<file path="src/rtl/ttc_timer_channel_gen.sv">
// Single timer/counter channel: prescaler, up/down counter, matches, W1C interrupts.
// Optional wave_out (toggles on match 1 events) is enabled with `define TTC_WAVE_OUT_EN.
module ttc_timer_channel_gen #(
  parameter int CNT_W     = 16,
  parameter int NUM_MATCH = 3,
  parameter int PRE_W     = 4
) (
  input  logic                       pclk,
  input  logic                       p_reset,
  input  logic                       reg_wr,
  input  logic [3:0]                 reg_addr,
  input  logic [31:0]                pwdata,
  output logic [CNT_W-1:0]           count_val,
  output logic [PRE_W:0]             clk_ctrl_reg,
  output logic [5:0]                 cntr_ctrl_reg,
  output logic [CNT_W-1:0]           interval_reg,
  output logic [NUM_MATCH*CNT_W-1:0] match_regs,
  output logic [NUM_MATCH+1:0]       intr_status,
  output logic [NUM_MATCH+1:0]       intr_en,
  output logic                       interrupt
`ifdef TTC_WAVE_OUT_EN
  ,
  output logic                       wave_out
`endif
);

  localparam int DIV_W = 1 << PRE_W;
  localparam int ST_W  = NUM_MATCH + 2;
  localparam logic [CNT_W-1:0] MAXV = '1;
  localparam logic [CNT_W-1:0] ONE  = CNT_W'(1);

  logic [CNT_W-1:0]           r_count;
  logic [PRE_W:0]             r_clk_ctrl;
  logic [5:0]                 r_cntr_ctrl;
  logic [CNT_W-1:0]           r_interval;
  logic [NUM_MATCH*CNT_W-1:0] r_match;
  logic [ST_W-1:0]            r_status;
  logic [ST_W-1:0]            r_en;
  logic [DIV_W-1:0]           r_div;

  logic                 w_stop, w_intmode, w_down;
  logic                 w_men, w_rst_bit, w_oneshot;
  logic [PRE_W:0]       w_sh;
  logic [DIV_W-1:0]     w_mask;
  logic                 w_tick;
  logic [CNT_W-1:0]     w_cnt_nxt, w_load;
  logic                 w_ev_int, w_ev_ovf;
  logic [NUM_MATCH-1:0] w_mhit, w_wr_match;
  logic                 w_wr_clk, w_wr_ctrl, w_wr_int;
  logic                 w_wr_en, w_wr_clr, w_restart;
  logic [ST_W-1:0]      w_set, w_clr;
  logic                 w_unused;

  assign w_stop    = r_cntr_ctrl[0];
  assign w_intmode = r_cntr_ctrl[1];
  assign w_down    = r_cntr_ctrl[2];
  assign w_men     = r_cntr_ctrl[3];
  assign w_rst_bit = r_cntr_ctrl[4];
  assign w_oneshot = r_cntr_ctrl[5];

  // Tick when the low P+1 divider bits are all ones.
  assign w_sh   = {1'b0, r_clk_ctrl[PRE_W:1]} + (PRE_W+1)'(1);
  assign w_mask = ~({DIV_W{1'b1}} << w_sh);
  assign w_tick = !w_stop &&
    (!r_clk_ctrl[0] || ((r_div & w_mask) == w_mask));

  always_comb begin
    w_cnt_nxt = r_count;
    w_ev_int  = 1'b0;
    w_ev_ovf  = 1'b0;
    if (w_tick) begin
      unique case ({w_down, w_intmode})
        2'b00: begin
          w_cnt_nxt = r_count + ONE;
          w_ev_ovf  = (r_count == MAXV);
        end
        2'b01: begin
          if (r_count == r_interval) begin
            w_cnt_nxt = '0;
            w_ev_int  = 1'b1;
          end else begin
            w_cnt_nxt = r_count + ONE;
          end
        end
        2'b10: begin
          w_cnt_nxt = r_count - ONE;
          w_ev_ovf  = (r_count == '0);
        end
        default: begin
          if (r_count == '0) begin
            w_cnt_nxt = r_interval;
            w_ev_int  = 1'b1;
          end else begin
            w_cnt_nxt = r_count - ONE;
          end
        end
      endcase
    end
  end

  always_comb begin
    w_mhit = '0;
    for (int i = 0; i < NUM_MATCH; i++) begin
      w_mhit[i] = w_tick && w_men &&
        (w_cnt_nxt == r_match[i*CNT_W +: CNT_W]);
    end
  end

  always_comb begin
    w_wr_match = '0;
    for (int i = 0; i < NUM_MATCH; i++) begin
      w_wr_match[i] = reg_wr && (reg_addr == 4'(3 + i));
    end
  end

  assign w_wr_clk  = reg_wr && (reg_addr == 4'd0);
  assign w_wr_ctrl = reg_wr && (reg_addr == 4'd1);
  assign w_wr_int  = reg_wr && (reg_addr == 4'd2);
  assign w_wr_en   = reg_wr && (reg_addr == 4'd14);
  assign w_wr_clr  = reg_wr && (reg_addr == 4'd15);
  assign w_restart = w_wr_ctrl && pwdata[4];

  // Restart load value follows the direction/mode being written.
  always_comb begin
    if (!pwdata[2]) begin
      w_load = '0;
    end else if (pwdata[1]) begin
      w_load = r_interval;
    end else begin
      w_load = MAXV;
    end
  end

  assign w_set = w_restart ? '0 : {w_ev_ovf, w_mhit, w_ev_int};
  assign w_clr = w_wr_clr ? pwdata[ST_W-1:0] : '0;
  assign w_unused = &{1'b0, pwdata};

  always_ff @(posedge pclk) begin
    if (p_reset) begin
      r_count     <= '0;
      r_clk_ctrl  <= '0;
      r_cntr_ctrl <= 6'b000001;
      r_interval  <= '0;
      r_match     <= '0;
      r_status    <= '0;
      r_en        <= '0;
      r_div       <= '0;
    end else begin
      r_div    <= w_restart ? '0 : r_div + DIV_W'(1);
      r_count  <= w_restart ? w_load : w_cnt_nxt;
      r_status <= (r_status & ~w_clr) | w_set;
      if (w_wr_clk) r_clk_ctrl <= pwdata[PRE_W:0];
      if (w_wr_int) r_interval <= pwdata[CNT_W-1:0];
      if (w_wr_en)  r_en       <= pwdata[ST_W-1:0];
      for (int i = 0; i < NUM_MATCH; i++) begin
        if (w_wr_match[i]) begin
          r_match[i*CNT_W +: CNT_W] <= pwdata[CNT_W-1:0];
        end
      end
      if (w_wr_ctrl) begin
        r_cntr_ctrl <= pwdata[5:0];
      end else begin
        if (w_rst_bit) r_cntr_ctrl[4] <= 1'b0;
        if (w_oneshot && (w_ev_int || w_ev_ovf)) begin
          r_cntr_ctrl[0] <= 1'b1;
        end
      end
    end
  end

`ifdef TTC_WAVE_OUT_EN
  logic r_wave;

  always_ff @(posedge pclk) begin
    if (p_reset) begin
      r_wave <= 1'b0;
    end else if (w_restart) begin
      r_wave <= 1'b0;
    end else if (w_mhit[0]) begin
      r_wave <= ~r_wave;
    end
  end

  assign wave_out = r_wave;
`endif

  assign count_val     = r_count;
  assign clk_ctrl_reg  = r_clk_ctrl;
  assign cntr_ctrl_reg = r_cntr_ctrl;
  assign interval_reg  = r_interval;
  assign match_regs    = r_match;
  assign intr_status   = r_status;
  assign intr_en       = r_en;
  assign interrupt     = |(r_status & r_en);

endmodule

</file>
<file path="config.mk">
export PLATFORM = sky130hd
export DESIGN_NAME = ttc_timer_channel_gen
export DESIGN_NICKNAME = d
export VERILOG_FILES = /design/src/rtl/ttc_timer_channel_gen.sv
export SDC_FILE = /design/constraint.sdc
export NUM_CORES = 1
export LEC_CHECK = 0
export CORE_MARGIN = 8
export CORE_UTILIZATION = 39
export CTS_BUF_LIST = sky130_fd_sc_hd__clkbuf_4 sky130_fd_sc_hd__clkbuf_8
export DETAILED_ROUTE_END_ITERATION = 10
export GPL_TIMING_DRIVEN = 0
export PLACE_DENSITY = 0.71
export SLEW_MARGIN = 20
export SYNTH_ARGS = -nofsm -noshare
export SYNTH_HDL_FRONTEND = slang
export SYNTH_SLANG_ARGS = --single-unit
export TNS_END_PERCENT = 30
</file>
<file path="constraint.sdc">
create_clock -name pclk -period 3.7 [get_ports pclk]
set_input_delay 0.555 -clock pclk [delete_from_list [all_inputs] [get_ports pclk]]
set_output_delay 0.555 -clock pclk [all_outputs]
set_load 0.01 [all_outputs]
</file>
* After elaboration in Yosys (flattened, before gate mapping)
Cells that the tools add are included.
W data, S select, Z words.
** Cells by class
- $add $sub $neg :: 4
- Eq/ne operators :: 15
- Shift operators :: 1
- Muxes and demuxes :: 17
- Bitwise operators :: 7
- Reductions and logical operators :: 27
** Operators with widths (number)
- $mux W16 :: 6
- $eq A16 B16 Y1 :: 5
- $pmux W16 S3 :: 1
- $add A16 B1 Y16 const B :: 2
- $and A16 B16 Y16 :: 1
- $eq A16 B16 Y1 const B :: 1
- $logic_not A16 Y1 :: 1
- $not A16 Y16 :: 1
- $shl A16 B5 Y16 const A :: 1
- $sub A16 B1 Y16 const B :: 1
- $logic_and A1 B1 Y1 :: 15
- $and A5 B5 Y5 :: 2
- $mux W5 :: 2
- $eq A4 B2 Y1 const B :: 2
- $eq A4 B3 Y1 const B :: 2
- $eq A4 B4 Y1 const B :: 2
- $mux W1 :: 6
- $reduce_or A2 Y1 :: 3
- $add A4 B1 Y5 const B :: 1
- $not A5 Y5 :: 1
- $or A5 B5 Y5 :: 1
- $reduce_or A5 Y1 :: 1
- $eq A4 B1 Y1 const B :: 1
- $logic_not A4 Y1 :: 1
- other kinds (8) :: 11
** Word-level totals
- Register bits after elaboration :: 117
- Input bits :: 39
- Output and inout port bits :: 102
- Logic and storage cells :: 83

* Logic depth before layout (Yosys ltp)
- Depth in word-level cells :: 12
- Mapped depth :: 14
- Depth with buffers taken out :: 12

* Worst setup path before layout
No wires, ideal clock.
- Kind :: reg2reg
- From :: register r_clk_ctrl[1] (netlist: clk_ctrl_reg[1])
- To :: register r_status[2] (netlist: intr_status[2])
- Arrival time :: 2.812 ns
- Data required time :: 3.616 ns
- Setup slack :: 0.804 ns
- Cell stages (with the launch flop) :: 14
- Path buffers :: 1
- Period minus slack after synthesis :: 2.896 ns
- Path through :: dfxtp_1 ha_1 ha_1 inv_1 a21oi_1 o31ai_1 nand4_1 o21ai_4 buf_6 mux2i_1 mux2i_1 a2111oi_2 nand4_1 o31ai_2
** On the way
- Word-level cells in the longest chain between the ends :: 12
** Ends and longest elaborated chain
- start: declaration :: line 33 : logic [PRE_W:0] r_clk_ctrl;
- start signal: assignment :: line 152 : if (w_wr_clk) r_clk_ctrl <= pwdata[PRE_W:0];
- $add A4 B1 Y5 * :: line 62 : assign w_sh = {1'b0, r_clk_ctrl[PRE_W:1]} + (PRE_W+1)'(1);
- $shl A16 B5 Y16 * :: line 63 : assign w_mask = ~({DIV_W{1'b1}} << w_sh);
- $not A16 Y16 * :: line 63
- $and A16 B16 Y16 :: line 65 : (!r_clk_ctrl[0] || ((r_div & w_mask) == w_mask));
- $eq A16 B16 Y1 * :: line 65
- $logic_or A1 B1 Y1 * :: line 65
- $logic_and A1 B1 Y1 * :: line 64 : assign w_tick = !w_stop &&
- $mux W16 :: line 71 : if (w_tick) begin
- $eq A16 B16 Y1 :: line 105 : (w_cnt_nxt == r_match[i*CNT_W +: CNT_W]);
- $logic_and A1 B1 Y1 * :: line 104 : w_mhit[i] = w_tick && w_men &&
- $mux W5 * :: line 134 : assign w_set = w_restart ? '0 : {w_ev_ovf, w_mhit, w_ev_int};
- $or A5 B5 Y5 * :: line 151 : r_status <= (r_status & ~w_clr) | w_set;
- end signal: assignment :: line 151
- end: declaration :: line 37 : logic [ST_W-1:0] r_status;
Every way passes the cells marked *; elsewhere a longest branch is shown, timed or not.
A chain may end at the register's enable or synchronous reset.

* Final worst setup path
- From :: register r_clk_ctrl[1] (netlist: clk_ctrl_reg[1])
- To :: register r_status[3] (netlist: intr_status[3])
Same word-level chain as after synthesis.

==> results_dict.tcl <==
set metrics [dict create \
    run_status "completed" \
    whs_ps 486.5 \
    slowest_delay_ps 430 \
    die_x_um 147.1 \
    crit_type "flop to flop" \
    synth_cell_types 78 \
    die-area_mm2 0.02163 \
    critical_path_peak_fanout 10 \
    p_sw_share_pct 27.78 \
    cap_violations 0 \
    synth_area_mm2 0.006701 \
    htreeDepth 4 \
    cts_buffers 17 \
    ctsHoldBuffers 0 \
    initialDrtViolationCount 780 \
    worst_slack_ps 175.4 \
    hold_viol_final 0 \
    start_util_pct 39.29 \
    worst_pin_slew_ps 922.5 \
    synth_seq_area_share_pct 34.95 \
    numClockSinks 117 \
    power_frac_seq_pct 45.0 \
    routed_via_density 5.525 \
    portBuffers 118 \
    vdd_drop_max_mv 0.2167 \
    pwr-share-comb_pct 12.1 \
    min_period_ps 3525 \
    overflow 0 \
    clk_path_buf_depth 2 \
    slew-limit-headroom_pct 38.37 \
    critPathTopFamily "compound AO/OA/AOI/OAI gates" \
    regArea_mm2 0.002342 \
    hpwlAfterDp_um 18610 \
    synth_top_area_share_pct 34.95 \
    yosysMostFrequentCell "nand2_1" \
    diodes 0 \
    hold_path_class "flop to flop" \
    synth_commonest_cells "134 x nand2_1, 117 x dfxtp_1, 85 x nor2_1" \
    grtUsageTotal_pct 22.30 \
    end_kind "flop" \
    yosys.area.top_type "dfxtp_1" \
    grt_max_degree 17 \
    drv_slew 0 \
    via_count 6680 \
    setup_viol 0 \
    synthCells 830 \
    syn_nets 875 \
    largest_reg_flops 48 \
    cp-startpoint "clk_ctrl_reg[1]$_SDFFE_PP0P_" \
    clkTransAtPathRegs_ps 80 \
    grt_pass1_vias 6518 \
    arrival_ps 3890 \
    start_kind "flop" \
    nFillCells 1702 \
    rows 48 \
    power.switching_mw 0.8014 \
    wirelength_um 24470 \
    cts_root_buffer "clkbuf_8" \
    power.density_mw_per_mm2 334.7 \
    grt_pass1_wl_um 37390 \
    synth_edf_count 0 \
    clock-skew-final_ps 11.34 \
    drt.antenna.violating_nets 0 \
    wl_per_cell_um 20.24 \
    worstPathCellList "ha_1 > ha_1 > inv_1 > a21oi_1 > o31ai_1 > nand4_1 > o21a_1 > buf_2 > o21a_1 > a21oi_2 > xor2_1 > nand4_1 > o31ai_1" \
    async_reset_ff_share_pct 0 \
    drive_above_1_share_pct 9.451 \
    final_nets 1017 \
    hold_start "match_regs[12]$_SDFFE_PP0P_" \
    dp_slack_ps 77.03 \
    avgSynthCellArea_um2 8.074 \
    timing.rr.start "clk_ctrl_reg[1]$_SDFFE_PP0P_" \
    drc 0 \
    synth_warnings 0 \
    die_h_um 147.1 \
    clk_latency_ps 460 \
    core_area_mm2 0.01706 \
    cp_data_required_time_ps 4060 \
    area_delta_synth_final_pct 28.64 \
    antenna_found_initial 0 \
    multi_input_area_mm2 0.004015 \
    crit_buf_inv 2 \
    cts_tree "done" \
    period_share_pct 95.26 \
    ys.flop_type "dfxtp_1" \
    design.portCount 141 \
    synth-seq-cells 117 \
    leakagePower_nw 3.031 \
    max_freq_ghz 0.2837 \
    drt_first_pass_iters 5 \
    finalWeightedCongestion 0.9423 \
    pwr-share-clk_pct 42.9 \
    crit_slowest_cell "o21a_1" \
    synth.area.top_cells "dfxtp_1 35%, nand2_1 7.5%, xor2_1 6.1%, mux2i_1 5.7%, xnor2_1 5.0%" \
    cell_internal_pwr_mw 2.084 \
]
==> final timing paths <==
kind | to | slack, ps | cells past startpoint
setup reg to reg | intr_status[3]$_SDFF_PP0_ | 180 | 13
hold / removal | match_regs[12]$_SDFFE_PP0P_ | 490 | 2
hold reg to reg | match_regs[12]$_SDFFE_PP0P_ | 490 | 2
setup / recovery | intr_status[3]$_SDFF_PP0_ | 180 | 13
==> worst min-delay path: stages (launching register included) <==
cell     delay [ps]
dfxtp_1         330
nand2_1          60
a21oi_1          50
==> metal layers <==
metal  vias to the layer above  track usage [%]  wire length, µm
met5                         -                0                0
met4                         0            10.71              898
met3                        66            5.721             1928
met2                       309            34.93            11150
met1                      3146            28.04            10490
li1                       3159                -                -
==> layout make-up <==
class | instances | area share, %
inverters | 20 | 0.8708
repair buffers | 123 | 14.14
plain buffers | 56 | 3.353
clock buffers | 18 | 2.801
flip-flops and latches | 117 | 27.17
clock inverters | 13 | 1.829
well taps | 225 | 3.266
multi-input cells | 637 | 46.57
==> timing repair <==
action | 4_1_cts | 5_1_grt
endpoints found under the setup margin | 0 | 3
resized for setup | 0 | 3
buffers inserted | 0 | 5
==> stage by stage <==
| step | area [µm²] | TNS (ps) | cells | power [mW] | utilization [%] |
|---|---|---|---|---|---|
| 2_1_floorplan | 6701 | 0 | 830 | 1.530 | - |
| 3_3_place_gp | 8164 | 0 | 1173 | 1.661 | 47.87 |
| 3_5_place_dp | 8164 | 0 | 1173 | 1.662 | 47.87 |
| 4_1_cts | 8563 | 0 | 1204 | 2.877 | 50.21 |
| 5_1_grt | 8621 | -9.268 | 1209 | 2.963 | 50.54 |
| 6_report | 8621 | 0 | 1209 | 2.885 | 50.54 |
==> power groups by stage <==
stage          Sequential (mW)  Combinational, mW  Clock (mW)
6_report                  1.30              0.350        1.24
5_1_grt                   1.30              0.374        1.29
2_1_floorplan             1.33              0.204           0
3_3_place_gp              1.33              0.335           0
3_5_place_dp              1.33              0.336           0
4_1_cts                   1.30              0.338        1.24
==> cell usage in the layout, fill, tap and decap left out, types with 4 or more instances in the layout <==
cell,count
nand2b_1,8
inv_1,19
nor3_1,11
clkdlybuf4s50_1,118
o211ai_1,4
a31oi_1,4
xor2_1,47
nand4_1,14
nand2_1,134
a21o_1,4
o21ai_0,24
and3_1,6
mux2i_1,37
o22ai_1,14
nand3_1,19
a21oi_1,66
nor2b_1,17
o31ai_1,7
buf_4,8
clkinvlp_4,4
clkinv_2,4
buf_2,12
ha_1,6
o32ai_1,4
o21a_1,5
nor2_1,85
clkbuf_1,33
xnor2_1,38
dfxtp_1,117
clkbuf_8,17
nor4_1,9
buf_6,7
==> cell families (layout without fill, tap and decap cells) <==
group | Yosys count | after routing | share of synthesized area (%)
simple gates | 333 | 333 | 23.88
compound gates | 172 | 172 | 17.08
flops | 117 | 117 | 34.95
xor+xnor | 85 | 85 | 11.11
buf+inv | 76 | 230 | 5.433
mux | 41 | 41 | 6.423
fa+ha+maj | 6 | 6 | 1.120
No activity file was read; power rests on OpenSTA's default activity.
